`src/rtl/rv32i_types.sv`:
```
// Shared RV32 type definitions: M-extension funct3 encodings and the
// multiply/divide unit FSM state, plus operand-signedness helpers.
package rv32i_types;

  typedef enum logic [2:0] {
    MD_MUL    = 3'b000,
    MD_MULH   = 3'b001,
    MD_MULHSU = 3'b010,
    MD_MULHU  = 3'b011,
    MD_DIV    = 3'b100,
    MD_DIVU   = 3'b101,
    MD_REM    = 3'b110,
    MD_REMU   = 3'b111
  } muldiv_funct3_t;

  typedef enum logic [1:0] {
    MD_IDLE = 2'd0,
    MD_CALC = 2'd1,
    MD_FIX  = 2'd2,
    MD_DONE = 2'd3
  } muldiv_state_e;

  function automatic logic md_signed_a(muldiv_funct3_t f);
    return f inside {MD_MUL, MD_MULH, MD_MULHSU, MD_DIV, MD_REM};
  endfunction

  function automatic logic md_signed_b(muldiv_funct3_t f);
    return f inside {MD_MUL, MD_MULH, MD_DIV, MD_REM};
  endfunction

  function automatic logic md_is_div(muldiv_funct3_t f);
    return f inside {MD_DIV, MD_DIVU, MD_REM, MD_REMU};
  endfunction

endpackage

```
`src/rtl/rv32m_muldiv_abs.sv`:
```
// Conditional two's-complement negate; used both to take operand
// magnitudes and to restore the sign of products, quotients and remainders.
module muldiv_abs #(
  parameter int WIDTH = 32
) (
  input  logic [WIDTH-1:0] val_i,
  input  logic             neg_i,
  output logic [WIDTH-1:0] res_o
);

  assign res_o = neg_i ? ({WIDTH{1'b0}} - val_i) : val_i;

endmodule

```
`src/rtl/rv32m_muldiv.sv`:
```
// Iterative RV32M multiply/divide unit: one shift-add or restoring
// subtract-shift step per cycle on magnitudes, sign fix-up in FIX.
// Handshake: start is accepted only in IDLE/DONE and when kill is low;
// busy is high in CALC/FIX; done pulses for one cycle with result valid.
module rv32m_muldiv
  import rv32i_types::*;
#(
  parameter int WIDTH = 32
) (
  input  logic             clk,
  input  logic             rst,
  input  logic             start,
  input  logic             kill,
  input  logic [2:0]       op,
  input  logic [WIDTH-1:0] a,
  input  logic [WIDTH-1:0] b,
  output logic             busy,
  output logic             done,
  output logic [WIDTH-1:0] result,
  output muldiv_state_e    dbg_state
);

  localparam int CW = $clog2(WIDTH) + 1;
  localparam logic [CW-1:0] LAST = CW'(WIDTH - 1);

  muldiv_state_e  state_q, state_d;
  muldiv_funct3_t op_q, op_d;
  logic [WIDTH-1:0] a_q, a_d, bmag_q, bmag_d, hi_q, hi_d, lo_q, lo_d;
  logic [WIDTH-1:0] result_q, result_d;
  logic neg_a_q, neg_a_d, neg_b_q, neg_b_d, dz_q, dz_d, ovf_q, ovf_d;
  logic [CW-1:0] cnt_q, cnt_d;

  muldiv_funct3_t op_in;
  logic in_neg_a, in_neg_b, dz_in, ovf_in;
  logic [WIDTH-1:0] amag_in, bmag_in, quot_fix, rem_fix, fix_res;
  logic [2*WIDTH-1:0] prod_fix;
  logic [WIDTH:0] mul_sum, div_t, div_diff;
  logic div_ge;

  assign op_in    = muldiv_funct3_t'(op);
  assign in_neg_a = md_signed_a(op_in) & a[WIDTH-1];
  assign in_neg_b = md_signed_b(op_in) & b[WIDTH-1];
  assign dz_in    = md_is_div(op_in) && (b == '0);
  assign ovf_in   = (op_in inside {MD_DIV, MD_REM}) && (a == {1'b1, {(WIDTH-1){1'b0}}})
                    && (b == '1);

  muldiv_abs #(.WIDTH(WIDTH)) u_abs_a (.val_i(a), .neg_i(in_neg_a), .res_o(amag_in));
  muldiv_abs #(.WIDTH(WIDTH)) u_abs_b (.val_i(b), .neg_i(in_neg_b), .res_o(bmag_in));
  muldiv_abs #(.WIDTH(2*WIDTH)) u_abs_p (.val_i({hi_q, lo_q}), .neg_i(neg_a_q ^ neg_b_q),
                                         .res_o(prod_fix));
  muldiv_abs #(.WIDTH(WIDTH)) u_abs_q (.val_i(lo_q), .neg_i(neg_a_q ^ neg_b_q), .res_o(quot_fix));
  muldiv_abs #(.WIDTH(WIDTH)) u_abs_r (.val_i(hi_q), .neg_i(neg_a_q), .res_o(rem_fix));

  // Multiply: {hi,lo} holds partial product with multiplier shifting out of lo.
  // Divide: {hi,lo} holds partial remainder with quotient bits shifting into lo.
  assign mul_sum  = {1'b0, hi_q} + (lo_q[0] ? {1'b0, bmag_q} : {(WIDTH+1){1'b0}});
  assign div_t    = {hi_q, lo_q[WIDTH-1]};
  assign div_diff = div_t - {1'b0, bmag_q};
  assign div_ge   = div_t >= {1'b0, bmag_q};

  always_comb begin
    fix_res = rem_fix;
    if (dz_q) begin
      fix_res = (op_q inside {MD_DIV, MD_DIVU}) ? '1 : a_q;
    end else if (ovf_q) begin
      fix_res = (op_q == MD_DIV) ? a_q : '0;
    end else begin
      case (op_q)
        MD_MUL:                        fix_res = prod_fix[WIDTH-1:0];
        MD_MULH, MD_MULHSU, MD_MULHU:  fix_res = prod_fix[2*WIDTH-1:WIDTH];
        MD_DIV, MD_DIVU:               fix_res = quot_fix;
        default:                       fix_res = rem_fix;
      endcase
    end
  end

  always_comb begin
    state_d  = state_q;
    op_d     = op_q;
    a_d      = a_q;
    bmag_d   = bmag_q;
    hi_d     = hi_q;
    lo_d     = lo_q;
    neg_a_d  = neg_a_q;
    neg_b_d  = neg_b_q;
    dz_d     = dz_q;
    ovf_d    = ovf_q;
    cnt_d    = cnt_q;
    result_d = result_q;
    if (kill) begin
      state_d = MD_IDLE;
    end else begin
      case (state_q)
        MD_IDLE, MD_DONE: begin
          state_d = MD_IDLE;
          if (start) begin
            op_d    = op_in;
            a_d     = a;
            bmag_d  = bmag_in;
            hi_d    = '0;
            lo_d    = amag_in;
            neg_a_d = in_neg_a;
            neg_b_d = in_neg_b;
            dz_d    = dz_in;
            ovf_d   = ovf_in;
            cnt_d   = '0;
            state_d = (dz_in || ovf_in) ? MD_FIX : MD_CALC;
          end
        end
        MD_CALC: begin
          cnt_d = cnt_q + CW'(1);
          if (md_is_div(op_q)) begin
            hi_d = div_ge ? div_diff[WIDTH-1:0] : div_t[WIDTH-1:0];
            lo_d = {lo_q[WIDTH-2:0], div_ge};
          end else begin
            hi_d = mul_sum[WIDTH:1];
            lo_d = {mul_sum[0], lo_q[WIDTH-1:1]};
          end
          if (cnt_q == LAST) state_d = MD_FIX;
        end
        MD_FIX: begin
          result_d = fix_res;
          state_d  = MD_DONE;
        end
        default: state_d = MD_IDLE;
      endcase
    end
  end

  always_ff @(posedge clk or posedge rst) begin
    if (rst) begin
      state_q  <= MD_IDLE;
      op_q     <= MD_MUL;
      a_q      <= '0;
      bmag_q   <= '0;
      hi_q     <= '0;
      lo_q     <= '0;
      neg_a_q  <= 1'b0;
      neg_b_q  <= 1'b0;
      dz_q     <= 1'b0;
      ovf_q    <= 1'b0;
      cnt_q    <= '0;
      result_q <= '0;
    end else begin
      state_q  <= state_d;
      op_q     <= op_d;
      a_q      <= a_d;
      bmag_q   <= bmag_d;
      hi_q     <= hi_d;
      lo_q     <= lo_d;
      neg_a_q  <= neg_a_d;
      neg_b_q  <= neg_b_d;
      dz_q     <= dz_d;
      ovf_q    <= ovf_d;
      cnt_q    <= cnt_d;
      result_q <= result_d;
    end
  end

  assign busy      = (state_q == MD_CALC) || (state_q == MD_FIX);
  assign done      = (state_q == MD_DONE);
  assign result    = result_q;
  assign dbg_state = state_q;

endmodule

```
`config.mk`:
```
export PLATFORM = sky130hd
export DESIGN_NAME = rv32m_muldiv
export DESIGN_NICKNAME = d
export VERILOG_FILES = /design/src/rtl/rv32i_types.sv /design/src/rtl/rv32m_muldiv_abs.sv /design/src/rtl/rv32m_muldiv.sv
export SDC_FILE = /design/constraint.sdc
export NUM_CORES = 1
export LEC_CHECK = 0
export BUFFER_PORTS_ARGS = -buffer_cell sky130_fd_sc_hd__buf_2
export CAP_MARGIN = 15
export CORE_ASPECT_RATIO = 2
export CORE_MARGIN = 3
export CORE_UTILIZATION = 50
export DETAILED_ROUTE_END_ITERATION = 6
export HOLD_SLACK_MARGIN = 0.05
export PLACE_DENSITY = 0.77
export SLEW_MARGIN = 10
export SYNTH_ARGS = -nofsm -noshare
export SYNTH_HDL_FRONTEND = slang
export SYNTH_SLANG_ARGS = --single-unit
```
`constraint.sdc`:
```
create_clock -name clk -period 7.75 [get_ports clk]
set_input_delay 0.775 -clock clk [delete_from_list [all_inputs] [get_ports clk]]
set_output_delay 0.775 -clock clk [all_outputs]
set_load 0.005 [all_outputs]
```
==> results.md <==
| Item | This run | Unit |
|---|---|---|
| Status | complete, but fails checks | - |
| Violated checks | design-rule violations | - |
| Synthesized net count | 2149 | - |
| Maximum clock skew at final layout | 14.7 | ps |
| Dominant cell type by count on the critical path | sky130_fd_sc_hd__o21ai_0 | - |
| Largest fanout on the critical path | 31 | - |
| Average wire per standard cell | 22.6 | um |
| Remaining max-slew budget at the tightest pin | 0.303 | - |
| Post-DP HPWL | 41.3 | mm |
| Critical path's slowest cell | sky130_fd_sc_hd__a221oi_1 | - |
| Netlist area before placement | 15600 | um^2 |
| H-Tree Level Count | 4 | - |
| Total wire length after detailed routing | 54.2 | mm |
| Wire length of the first global-routing pass | 83.6 | mm |
| Number of antenna violations at the first check in global routing | 2 | - |
| Setup violators final | 0 | - |
| Most frequently used cell type in the post-synthesis netlist | sky130_fd_sc_hd__nand2_1 | - |
| Switching part of the total power | 0.523 | - |
| Starting utilization of the core area | 0.512 | - |
| Synthesized netlist cell count | 2003 | - |
| Number of enable flip-flop cells after synthesis | 0 | - |
| Max-slew violation count | 0 | - |
| Leakage component of the power | 0.00746 | uW |
| Die Footprint | 33400 | um^2 |
| Max-Cap Viols | 0 | - |
| TritonCTS Sinks | 175 | - |
| Clock tree from TritonCTS | yes | - |
| Placement Setup Slack | 3380 | ps |
| Aggregate global routing overflow | 0 | - |
| Final worst setup slack | 3300 | ps |
| Worst IR drop on VDD | 0.236 | mV |
| Largest stage delay on the critical path | 820 | ps |
| Fmax | 225 | MHz |
| CP Cell Sequence | inv_1 > nor2_1 > ha_1 > a21oi_1 > o21ai_0 > a221o_1 > a21o_1 > a221oi_1 > o21ai_0 > a31oi_1 > mux2i_1 > a32o_1 | - |
| Util after Layout | 0.556 | - |
| Gate power share | 0.652 | - |
| Post-CTS setup buffer count | 0 | - |
| Row count | 90 | - |
| CP delay by family, top | compound AO/OA/AOI/OAI gates | - |
| Crit path DAT | 4810 | ps |
| Hold buffers post-CTS | 0 | - |
| Worst-path clk slew | 70 | ps |
| Setup repair after global routing missed its margin | no | - |
| Clock network fraction of total power | 0.113 | - |
| Largest area contributor in the netlist | sky130_fd_sc_hd__dfrtp_1 | - |
| Post-synthesis register bit count | 175 | - |
| Final cell area excluding filler cells | 16900 | um^2 |
| Cell chosen for the clock root | sky130_fd_sc_hd__clkbuf_16 | - |
| Leading cell types by total area after synthesis | sky130_fd_sc_hd__dfrtp_1 28%, sky130_fd_sc_hd__o21ai_0 7.0%, sky130_fd_sc_hd__ha_1 5.9% | - |
| Dpl cell area | 16300 | um^2 |
| Type of origin of the critical path | register | - |
| Post-DR vias/cell | 6.55 | - |
| Tot GR Track Use | 0.321 | - |
| Buffers plus inverters on the worst setup path | 1 | - |
| Via total after detailed routing | 15.7k | - |
| Number of port buffers | 106 | - |
| Layout cell share with drive strength beyond 1 | 0.112 | - |
| DR iter-0 viols | 1141 | - |
| Seq pwr share | 0.235 | - |
| IO Pins | 107 | - |
| Via count of the first global-routing pass | 15.5k | - |
| Number of buffers added by the clock tree synthesis step | 17 | - |
| Seq/Total Area, Yosys | 0.281 | - |
| Total negative slack | 0 | ps |
| Overall die height | 256 | um |
| First-pass iteration count of the detailed router | 7 | - |
| Number of routed nets with antenna violations | 0 | - |
| Resized Gates After CTS | 0 | - |
| Global placer's final weighted congestion | 1.06 | - |
| Horizontal extent of the die | 131 | um |
| Largest buffer count on any clock path | 2 | - |
| Unique masters post-synth | 76 | - |
| Critical path data required time | 8110 | ps |
| Remaining routing DRC violations | 23 | - |
| Leading cell types by count after synthesis | 230 x sky130_fd_sc_hd__nand2_1, 218 x sky130_fd_sc_hd__o21ai_0, 182 x sky130_fd_sc_hd__nor2_1 | - |
| Layout area overhead | 8.54 | % |
| Crit path time final | 4450 | ps |
| Transition time of the tightest slew-check pin | 1040 | ps |
| Overall power consumption | 7950 | uW |
| Source-to-sink clock delay at the later pin of the worst-skew pair | 470 | ps |
| Syn Area/Cell | 7.77 | um^2 |
| Floorplan Core Area | 30400 | um^2 |
| Most used flip-flop cell after synthesis | sky130_fd_sc_hd__dfrtp_1 | - |
| Fin. Hold Viols | 0 | - |
| Async SR Flop Fraction | 1.00 | - |
| Power density normalized to cell area | 470 | nW/um^2 |
| Element type at the critical path end | register | - |
| Maximum number of pins on one net before global-route repair | 104 | - |
| Int Pwr | 3790 | uW |
| Worst Path Class, Setup | reg2reg | - |
| Classification of the worst-slack hold path | reg2reg | - |
| Post-route clock period utilization | 0.574 | - |
| Switching power | 4150 | uW |
| Area share of the leading cell type in the synthesized netlist | 0.281 | - |
| Final net count | 2170 | - |
| Synthesis warning total | 0 | - |
worst register-to-register path, delay by kind of cell, from the launching register on:
family | cells | cell delay, ps
AO/OA/AOI/OAI | 8 | 2530
buffers and inverters | 1 | 780
flip-flops | 1 | 440
adder cells (fa/ha/maj) | 1 | 390
AND/OR/NAND/NOR | 1 | 110
multiplexers | 1 | 100
registers in the layout (all words and copies together) (netlist names), 2 cells and up:
register and flops:
a_q 32, bmag_q 32, hi_q 32, lo_q 32
result 32, cnt_q 6, op_q 3, dbg_state 2
power by group through the flow:
stage | logic [uW] | registers [uW] | clock network [uW]
after floorplan | 3830 | 1610 | 0
after detailed placement | 5030 | 1860 | 0
final | 5180 | 1870 | 901
after global routing | 5630 | 1910 | 938
after global placement | 4950 | 1840 | 0
after CTS | 5050 | 1840 | 908
routing by layer:
metal | global-route usage | vias up | part of all wire
met3 | 0.0579 | 314 | 0.067
li1 | - | 7280 | -
met2 | 0.544 | 818 | 0.49
met4 | 0.280 | 2 | 0.10
met5 | 0 | - | 0.00031
met1 | 0.328 | 7323 | 0.34
final timing paths:
path,from,to,slack [ps],cells past startpoint
worst max-delay path,lo_q[0]$_DFFE_PP0P_,hi_q[30]$_DFFE_PP0P_,3300,12
worst min-delay path,bmag_q[8]$_DFFE_PP0P_,bmag_q[8]$_DFFE_PP0P_,480,2
max in group asynchronous,rst,lo_q[9]$_DFFE_PP0P_,5750,3
worst min register to register,bmag_q[8]$_DFFE_PP0P_,bmag_q[8]$_DFFE_PP0P_,480,2
worst max register to register,lo_q[0]$_DFFE_PP0P_,hi_q[30]$_DFFE_PP0P_,3300,12
min in group asynchronous,rst,result[17]$_DFFE_PP0P_,490,2
metrics by stage:
step           hold WS [ps]  cells
3_3_place_gp            461   2373
2_1_floorplan           450   2003
3_5_place_dp            470   2373
5_1_grt                 498   2403
6_report                479   2403
4_1_cts                 484   2402
logic make-up after synthesis:
family,count (synthesis),synth area share
DFF,175,0.281
and+or+nand+nor,652,0.196
AOI/OAI and AO/OA,635,0.253
adders and majority gates,75,0.0613
buffers and inverters,198,0.0486
xor gates and xnor gates,186,0.105
muxes,82,0.0559
layout by cell type (no fill, tap or decap), types with 11 or more instances in the layout:
cell type,n
sky130_fd_sc_hd__nor2b_1,14
sky130_fd_sc_hd__clkbuf_16,17
sky130_fd_sc_hd__xnor2_1,95
sky130_fd_sc_hd__dfrtp_1,174
sky130_fd_sc_hd__or4_1,11
sky130_fd_sc_hd__a221oi_1,14
sky130_fd_sc_hd__o22ai_1,17
sky130_fd_sc_hd__buf_2,106
sky130_fd_sc_hd__nand2_1,229
sky130_fd_sc_hd__a21o_1,28
sky130_fd_sc_hd__a211oi_1,15
sky130_fd_sc_hd__mux2i_1,43
sky130_fd_sc_hd__buf_4,26
sky130_fd_sc_hd__o21ai_0,218
sky130_fd_sc_hd__inv_1,66
sky130_fd_sc_hd__nand2b_1,19
sky130_fd_sc_hd__mux2_2,39
sky130_fd_sc_hd__or3_1,23
sky130_fd_sc_hd__xor2_1,89
sky130_fd_sc_hd__o31ai_1,34
sky130_fd_sc_hd__nor3_1,55
sky130_fd_sc_hd__ha_1,72
sky130_fd_sc_hd__nand4_1,20
sky130_fd_sc_hd__nor2_1,181
sky130_fd_sc_hd__nor4_1,12
sky130_fd_sc_hd__o211ai_1,15
sky130_fd_sc_hd__a21oi_1,154
sky130_fd_sc_hd__o221ai_1,20
sky130_fd_sc_hd__a31oi_1,29
sky130_fd_sc_hd__a22oi_1,11
sky130_fd_sc_hd__and3_1,14
sky130_fd_sc_hd__o21bai_1,11
sky130_fd_sc_hd__nand3_1,29
layout make-up:
cell class,instances,area (um^2)
Antenna cell,1,2.50
Fill cell,2811,13500
Timing Repair Buffer,132,726
Clock buffer,23,478
Tap cell,368,460
Inverter,68,260
Sequential cell,175,4380
Multi-Input combinational cell,1630,10500
Clock inverter,6,109
No activity file was read; power rests on OpenSTA's default activity.
